`config.mk`:
```
export PLATFORM = sky130hd
export DESIGN_NAME = digit_sprite_renderer_flat
export DESIGN_NICKNAME = d
export VERILOG_FILES = /design/src/rtl/digit_sprite_renderer_if.sv /design/src/rtl/digit_sprite_renderer.sv /design/src/flat_wrapper.sv
export SDC_FILE = /design/constraint.sdc
export NUM_CORES = 1
export LEC_CHECK = 0
export BUFFER_PORTS_ARGS = -buffer_cell sky130_fd_sc_hd__buf_2
export CORE_ASPECT_RATIO = 0.6
export CORE_MARGIN = 2
export CORE_UTILIZATION = 30
export CTS_CLUSTER_DIAMETER = 200
export DETAILED_ROUTE_END_ITERATION = 6
export MAX_ROUTING_LAYER = met4
export PLACE_DENSITY_LB_ADDON = 0.1
export SLEW_MARGIN = 20
export SYNTH_ARGS = -nofsm -noshare
export SYNTH_HDL_FRONTEND = slang
export SYNTH_SLANG_ARGS = --single-unit
```
`constraint.sdc`:
```
create_clock -name clk -period 3.55 [get_ports clk]
set_input_delay 0.1775 -clock clk [delete_from_list [all_inputs] [get_ports clk]]
set_output_delay 0.1775 -clock clk [all_outputs]
set_load 0.01 [all_outputs]
```
`src/rtl/digit_sprite_renderer_if.sv`:
```
// digit_sprite_renderer_if: sprite ROM address/data bus between the renderer and the digit ROM
interface digit_sprite_renderer_if;
  logic [4:0] rom_row;
  logic [4:0] rom_col;
  logic [11:0] rom_data;
  modport master (output rom_row, rom_col, input rom_data);
  modport slave (input rom_row, rom_col, output rom_data);
endinterface

```
`src/rtl/digit_sprite_renderer.sv`:
```
// digit_sprite_renderer: raster-to-sprite address generator with upscaling, frame-latched origin and keyed colour mix
module digit_sprite_renderer #(
  parameter int SCALE = 2,
  parameter int SPRITE_W = 25,
  parameter int SPRITE_H = 30,
  parameter int H_LAST = 639,
  parameter logic [11:0] TRANSPARENT = 12'hFFF
) (
  input logic clk,
  input logic reset,
  input logic pixel_en,
  input logic video_on,
  input logic frame_start,
  input logic [9:0] x,
  input logic [9:0] y,
  input logic [9:0] pos_x,
  input logic [9:0] pos_y,
  input logic [11:0] bg_color,
  digit_sprite_renderer_if.master rom,
  output logic [11:0] rgb,
  output logic rgb_valid
);
  localparam logic [11:0] BW = 12'(SPRITE_W * SCALE);
  localparam logic [11:0] BH = 12'(SPRITE_H * SCALE);
  localparam logic [2:0] SL = 3'(SCALE - 1);
  logic [9:0] org_x_q, org_x_d, org_y_q, org_y_d;
  logic [2:0] sub_x_q, sub_x_d, sub_y_q, sub_y_d, sx, sy;
  logic [4:0] col_q, col_d, row_q, row_d, cx, cy;
  logic [4:0] rom_row_q, rom_row_d, rom_col_q, rom_col_d;
  logic [1:0] box_q, box_d, von_q, von_d, pen_q, pen_d;
  logic [11:0] bg1_q, bg1_d, bg2_q, bg2_d, rgb_q, rgb_d;
  logic rgb_valid_q, rgb_valid_d, h_in, v_in, h_adv, v_adv;
  always_comb begin
    h_in = {2'b0, x} >= {2'b0, org_x_q} && {2'b0, x} < {2'b0, org_x_q} + BW;
    v_in = {2'b0, y} >= {2'b0, org_y_q} && {2'b0, y} < {2'b0, org_y_q} + BH;
    sx = x == org_x_q ? 3'd0 : sub_x_q;
    cx = x == org_x_q ? 5'd0 : col_q;
    sy = y == org_y_q ? 3'd0 : sub_y_q;
    cy = y == org_y_q ? 5'd0 : row_q;
    h_adv = pixel_en && h_in;
    v_adv = pixel_en && v_in && x == 10'(H_LAST);
    org_x_d = frame_start ? pos_x : org_x_q;
    org_y_d = frame_start ? pos_y : org_y_q;
    sub_x_d = h_adv ? (sx == SL ? 3'd0 : sx + 3'd1) : sub_x_q;
    col_d = h_adv ? (sx == SL ? cx + 5'd1 : cx) : col_q;
    sub_y_d = v_adv ? (sy == SL ? 3'd0 : sy + 3'd1) : sub_y_q;
    row_d = v_adv ? (sy == SL ? cy + 5'd1 : cy) : row_q;
    rom_row_d = h_adv && v_in ? cy : rom_row_q;
    rom_col_d = h_adv && v_in ? cx : rom_col_q;
    box_d = {box_q[0], h_in && v_in};
    von_d = {von_q[0], video_on};
    pen_d = {pen_q[0], pixel_en};
    bg1_d = bg_color;
    bg2_d = bg1_q;
    rgb_d = !von_q[1] ? 12'h000 : box_q[1] && rom.rom_data != TRANSPARENT ? rom.rom_data : bg2_q;
    rgb_valid_d = pen_q[1];
  end
  always_ff @(posedge clk) begin
    if (reset) begin
      org_x_q <= '0;
      org_y_q <= '0;
      sub_x_q <= '0;
      sub_y_q <= '0;
      col_q <= '0;
      row_q <= '0;
      rom_row_q <= '0;
      rom_col_q <= '0;
      box_q <= '0;
      von_q <= '0;
      pen_q <= '0;
      bg1_q <= '0;
      bg2_q <= '0;
      rgb_q <= '0;
      rgb_valid_q <= 1'b0;
    end else begin
      org_x_q <= org_x_d;
      org_y_q <= org_y_d;
      sub_x_q <= sub_x_d;
      sub_y_q <= sub_y_d;
      col_q <= col_d;
      row_q <= row_d;
      rom_row_q <= rom_row_d;
      rom_col_q <= rom_col_d;
      box_q <= box_d;
      von_q <= von_d;
      pen_q <= pen_d;
      bg1_q <= bg1_d;
      bg2_q <= bg2_d;
      rgb_q <= rgb_d;
      rgb_valid_q <= rgb_valid_d;
    end
  end
  assign rom.rom_row = rom_row_q;
  assign rom.rom_col = rom_col_q;
  assign rgb = rgb_q;
  assign rgb_valid = rgb_valid_q;
endmodule

```
`src/flat_wrapper.sv`:
```
// flat-port wrapper written by rule: the top's interface ports become plain ports
module digit_sprite_renderer_flat 
#(
  parameter int SCALE = 2,
  parameter int SPRITE_W = 25,
  parameter int SPRITE_H = 30,
  parameter int H_LAST = 639,
  parameter logic [11:0] TRANSPARENT = 12'hFFF
)
  (clk, reset, pixel_en, video_on, frame_start, x, y, pos_x, pos_y, bg_color, rgb, rgb_valid, rom_rom_row, rom_rom_col, rom_rom_data);
  digit_sprite_renderer_if rom_i ();
  input logic clk;
  input logic reset;
  input logic pixel_en;
  input logic video_on;
  input logic frame_start;
  input logic [9:0] x;
  input logic [9:0] y;
  input logic [9:0] pos_x;
  input logic [9:0] pos_y;
  input logic [11:0] bg_color;
  output logic [11:0] rgb;
  output logic rgb_valid;
  output wire logic [$bits(rom_i.rom_row)-1:0] rom_rom_row;
  output wire logic [$bits(rom_i.rom_col)-1:0] rom_rom_col;
  input wire logic [$bits(rom_i.rom_data)-1:0] rom_rom_data;
  assign rom_rom_row = rom_i.rom_row;
  assign rom_rom_col = rom_i.rom_col;
  assign rom_i.rom_data = rom_rom_data;
  digit_sprite_renderer #(.SCALE(SCALE), .SPRITE_W(SPRITE_W), .SPRITE_H(SPRITE_H), .H_LAST(H_LAST), .TRANSPARENT(TRANSPARENT)) u_core (.clk(clk), .reset(reset), .pixel_en(pixel_en), .video_on(video_on), .frame_start(frame_start), .x(x), .y(y), .pos_x(pos_x), .pos_y(pos_y), .bg_color(bg_color), .rom(rom_i), .rgb(rgb), .rgb_valid(rgb_valid));
endmodule
```
Word level (Yosys, flattened, before mapping)
Cells that the tools add are included.
{"block": "classes", "addsub": 6, "order_cmp": 4, "eq_ne": 6, "muxes": 9, "n_bitwise": 1, "n_reduce_logical": 9}
{"cell": "$lt A10 B12 Y1", "n": 2}
{"cell": "$add A10 B6 Y11 const B", "n": 2}
{"cell": "$eq A10 B10 Y1", "n": 2}
{"cell": "$ge A10 B10 Y1", "n": 2}
{"cell": "$mux W5", "n": 4}
{"cell": "$mux W12", "n": 1}
{"cell": "$mux W3", "n": 4}
{"cell": "$ne A12 B12 Y1 const B", "n": 1}
{"cell": "$add A5 B1 Y5 const B", "n": 2}
{"cell": "$eq A10 B10 Y1 const B", "n": 1}
{"cell": "$logic_and A1 B1 Y1", "n": 8}
{"cell": "$add A3 B1 Y3 const B", "n": 2}
{"cell": "$eq A3 B1 Y1 const B", "n": 2}
{"cell": "$reduce_or A2 Y1", "n": 1}
{"cell": "$not A1 Y1", "n": 1}
{"block": "word_totals", "regBits": 89, "wordCells": 50}

Logic depth before layout (Yosys ltp)
{"block": "depth", "ltp_word": 5, "depth_mapped": 12, "mapped_depth_nobuf": 11}

Worst setup path before layout
Ideal clock, no wire load.
{"block": "synth_path", "kind": "register to register", "from": "register u_core.org_x_q[3]", "to": "register u_core.col_q[0]", "setup_ns": 0.117, "t_arrival_ns": 2.400, "required_time_ns": 3.433, "path_slack_ns": 1.033, "path_stages_with_launch": 11, "path_cell_list": "dfxtp_1 and3_4 nor3_2 or3_2 xnor2_1 ha_1 o21a_1 o32ai_4 o22ai_2 or3_1 o2bb2ai_1"}
{"block": "synth_between", "elab_chain_len": 4, "elab_cells_between_ends": 11, "classes_between": "add/sub (2); order compare (2); eq/ne (2); mux (3); reduce/logical (2)"}
{"item": "start: declaration", "line_no": "digit_sprite_renderer.sv:26", "text": "logic [9:0] org_x_q, org_x_d, org_y_q, org_y_d;"}
{"item": "start signal: assignment", "line_no": "digit_sprite_renderer.sv:76", "text": "org_x_q <= org_x_d;"}
{"item": "$add A10 B6 Y11 / $eq A10 B10 Y1 (equally long branches)", "line_no": "digit_sprite_renderer.sv:34, digit_sprite_renderer.sv:36, digit_sprite_renderer.sv:37"}
{"item": "$lt A10 B12 Y1 (tied with other cells)", "line_no": "digit_sprite_renderer.sv:34", "text": "h_in = {2'b0, x} >= {2'b0, org_x_q} && {2'b0, x} < {2'b0, org_x_q} + BW;"}
{"item": "$logic_and A1 B1 Y1 (tied with other cells)", "line_no": "digit_sprite_renderer.sv:34"}
{"item": "$logic_and A1 B1 Y1 / $mux W5 (equally long branches)", "line_no": "digit_sprite_renderer.sv:40, digit_sprite_renderer.sv:45"}
{"item": "end signal: assignment", "line_no": "digit_sprite_renderer.sv:80", "text": "col_q <= col_d;"}
{"item": "end: declaration", "line_no": "digit_sprite_renderer.sv:28", "text": "logic [4:0] col_q, col_d, row_q, row_d, cx, cy;"}
Several ways; a longest one is shown, not always the timed one.
A chain may end at the register's enable or synchronous reset.

Worst setup path in the final report
{"block": "layout_path", "from": "register u_core.org_x_q[1]", "to": "register u_core.rom_row_q[3], in the netlist u_core.rom.rom_row[3]"}
{"block": "layout_between", "elab_chain_len": 5, "elab_cells_between_ends": 6, "classes_between": "add/sub (1); order compare (2); reduce/logical (3)"}
{"item": "$add A10 B6 Y11", "line_no": "digit_sprite_renderer.sv:34"}
{"item": "$lt A10 B12 Y1", "line_no": "digit_sprite_renderer.sv:34"}
{"item": "$logic_and A1 B1 Y1 *", "line_no": "digit_sprite_renderer.sv:34"}
{"item": "$logic_and A1 B1 Y1 *", "line_no": "digit_sprite_renderer.sv:40", "text": "h_adv = pixel_en && h_in;"}
{"item": "$logic_and A1 B1 Y1 *", "line_no": "digit_sprite_renderer.sv:48", "text": "rom_row_d = h_adv && v_in ? cy : rom_row_q;"}
{"item": "end signal: assignment", "line_no": "digit_sprite_renderer.sv:82", "text": "rom_row_q <= rom_row_d;"}
{"item": "end: declaration", "line_no": "digit_sprite_renderer.sv:29", "text": "logic [4:0] rom_row_q, rom_row_d, rom_col_q, rom_col_d;"}
Every way passes the cells marked *; elsewhere a longest branch is shown, timed or not.

==> run metrics <==
cells after synthesis=roughly 470; Async SR Flop Fraction=0%; Max FO, Critical Path=10; Cell Area, Synth=0.00449 mm^2; Nets=670; Initial DRC Count=approximately 140; top cell family by delay on the critical path=compound AO/OA/AOI/OAI gates; Skew-Pair Late Insertion Delay=between 0.3 and 0.4 ns; EDFF count, synth=0; grt ovf=0; Hold Crit Class=input port to register; simple-gate share of the synthesized area=a little over a fifth; IR drop worst, VDD=0.180 mV; Synth Area in Compound Gates=a little under an eighth; Die H=slightly below 100 um; # hold bufs at CTS=0; Core Area=0.0145 mm^2; CTS resizes=0; leakage=0.00238 uW; GR Util met2=between 15 and 20%; Most used DFF post-synth=dfxtp_1; synth warn=0; final wirelength=roughly 11 mm; power density cells=between 400 and 500 mW/mm^2; IO Pins=92; fraction of layout cells with a size suffix above 1=a little under a quarter; mux cell area share after synthesis=a little under a tenth; Initial Utilization=30.8%; met1 usage=between 20% and 30%; WP data required=approximately 3.8 ns; CP max stage delay=0.35 ns; setup TNS=0 ns; largest net degree at the start of global routing=40; first-pass GRT wire length=approximately 17 mm; CTS Buffer Depth=2; CP dominant cell by count=ha_1; Tightest Pin Transition=0.743 ns; CTS buffer count=9; max cap viols=0; syn_area_per_cell=about 9.5 um^2; CTS root buffer=clkbuf_16; Power Total=roughly 2300 uW; Post-DRT Antenna Nets=0; Clk pin slew, worst setup/hold paths=~0.070 ns; Max Clock Skew=about 0.0088 ns; CP Capture Type=register; Final Critical Period=2.93 ns; routability cong.=0.848; RSZ-0062 raised after global routing=no; DRC errors left=0; 1st-pass router iterations=4; number of synthesized register bits=89; final slew viol count=0; Seq/Total Area, Yosys=~40%; area grow syn2layout=20.8%; largest family of logic cells by synthesized area=simple AND/OR/NAND/NOR gates; Util after Layout=approximately 37%; Hold Slack=between 0.05 and 0.06 ns; antenna violations before repair=0; # diodes=0; Adder-Cell Fraction of Synth Area=between 10% and 20%; most frequent cells in the layout=buf_2, dfxtp_1, mux2i_1; post-synth cell types=a little under 60; WP data arrival=around 3.2 ns; CTS tree=done; most used routing layer=met1; Chip Width=162 um; Setup CP Type=register to register; Rel. slew slack=between 50% and 60%; Max H-tree Level=3; Clock Sinks=between 80 and 90; GRT Util Overall=14.2%; postcts setup bufs=0; Hold Violations, Final=0; detail-routed via count per cell=4.66; CP Launch Type=register; vias in the first global route=3378; most common cell after layout, fill and taps aside=buf_2; number of buffers added on ports=just over 90; Wirelength per Cell=14.2 um; Worst Path Buf+Inv=1; Post-Synth XOR/XNOR Area=under 10%; fmax=341 MHz; outcome=completed; crit share post-route=82.6%; row count=34; Slowest-stage cell, CP=dfxtp_1; HPWL after DPL=roughly 8.3 mm; Via Count=between 3000 and 4000; syn nets=slightly below 600; CP cell instances=ha_1 > a21oi_1 > nand2_1 > nand4_1 > xnor2_1 > ha_1 > a211oi_1 > o221a_2 > o22ai_2 > nor4_2 > buf_4 > mux2i_1; die area=between 0.015 and 0.02 mm^2; grt met3 use=3.49%; Final setup viols=0
[path summary, 6_finish.rpt]
check	slack, ns	start	cells after the start	end
worst max-delay path	0.62	u_core.org_x_q[1]$_SDFFE_PP0P_	12	u_core.rom.rom_row[3]$_SDFFE_PP0P_
worst max register to register	0.62	u_core.org_x_q[1]$_SDFFE_PP0P_	12	u_core.rom.rom_row[3]$_SDFFE_PP0P_
worst min-delay path	0.06	bg_color[3]	2	u_core.bg1_q[3]$_SDFF_PP0_
worst min register to register	0.43	u_core.bg1_q[2]$_SDFF_PP0_	1	u_core.bg2_q[2]$_SDFF_PP0_
[sequential cells by signal, summed over array words and instances, names as in the netlist]
register,cells
u_core.bg1_q,12
u_core.bg2_q,12
u_core.box_q,2
u_core.col_q,5
u_core.org_x_q,10
u_core.org_y_q,10
u_core.pen_q,2
u_core.rgb,12
u_core.rgb_valid,1
u_core.rom.rom_col,5
u_core.rom.rom_row,5
u_core.row_q,5
u_core.sub_x_q,3
u_core.sub_y_q,3
u_core.von_q,2
[where the power goes]
group / switching, uW / leakage, uW / internal (uW)
clock network: 396 / 0.000133 / 495
logic: 177 / 0.00152 / 143
registers: 20.3 / 0.000727 / 1030
total: 593 / 0.00238 / 1670
[cells by family after synthesis]
kind of cell | after synthesis
compound gates | 62
fa+ha+maj | 41
mux | 42
xor+xnor | 13
simple gates | 181
buf+inv | 43
flops | 89
[layout make-up]
| cell class | count | area (um^2) |
|---|---|---|
| fill | 1515 | 9130 |
| multi-input combinational | 339 | 2540 |
| sequential | 89 | 1780 |
| timing repair buffer | 95 | 485 |
| tap | 198 | 248 |
| clock buffer | 12 | 246 |
| inverter | 26 | 97.6 |
| clock inverter | 4 | 26.3 |
[worst reg2reg max path, cell delays in order, from the launching register on]
cell and delay [ns]:
dfxtp_1 0.35, ha_1 0.24, a21oi_1 0.31, nand2_1 0.15
nand4_1 0.13, xnor2_1 0.13, ha_1 0.27, a211oi_1 0.26
o221a_2 0.24, o22ai_2 0.10, nor4_2 0.20, buf_4 0.27
mux2i_1 0.21
[metrics by stage]
step / area, um^2 / cells / worst slack (ns)
4_1_cts: 5420 / 763 / 0.663
3_5_place_dp: 5150 / 747 / 0.687
5_1_grt: 5420 / 763 / 0.315
6_report: 5420 / 763 / 0.619
2_1_floorplan: 4490 / 471 / 1.03
3_3_place_gp: 5150 / 747 / 0.755
[per-layer routing]
metal / vias to the layer above / wire length (um)
met5: - / 0
met4: 0 / 67
met3: 5 / 373
met2: 65 / 4010
met1: 1634 / 6350
li1: 1851 / -
[cells in the mapped netlist, drive strengths merged, types with 3 or more instances]
library cell  count  area [um^2]
nand4            16          100
buf               4         27.5
inv              25         93.8
and2              4         25.0
a31oi             4         25.0
nor3             10         76.3
nor2             38          143
xnor2            13          114
o2111ai           3         26.3
nor2b            38          238
o21ai             6         30.0
nand3            15         85.1
nand2            40          150
a211o             4         35.0
or3               6         38.8
ha               41          513
a211oi            5         47.5
and4              3         26.3
a32o              6         60.1
o21a              3         22.5
a21oi             9         45.0
dfxtp            89         1780
mux2i            42          420
clkbuf           13         48.8
o2bb2ai           6         52.6
Power figures use the tool's default switching activity.
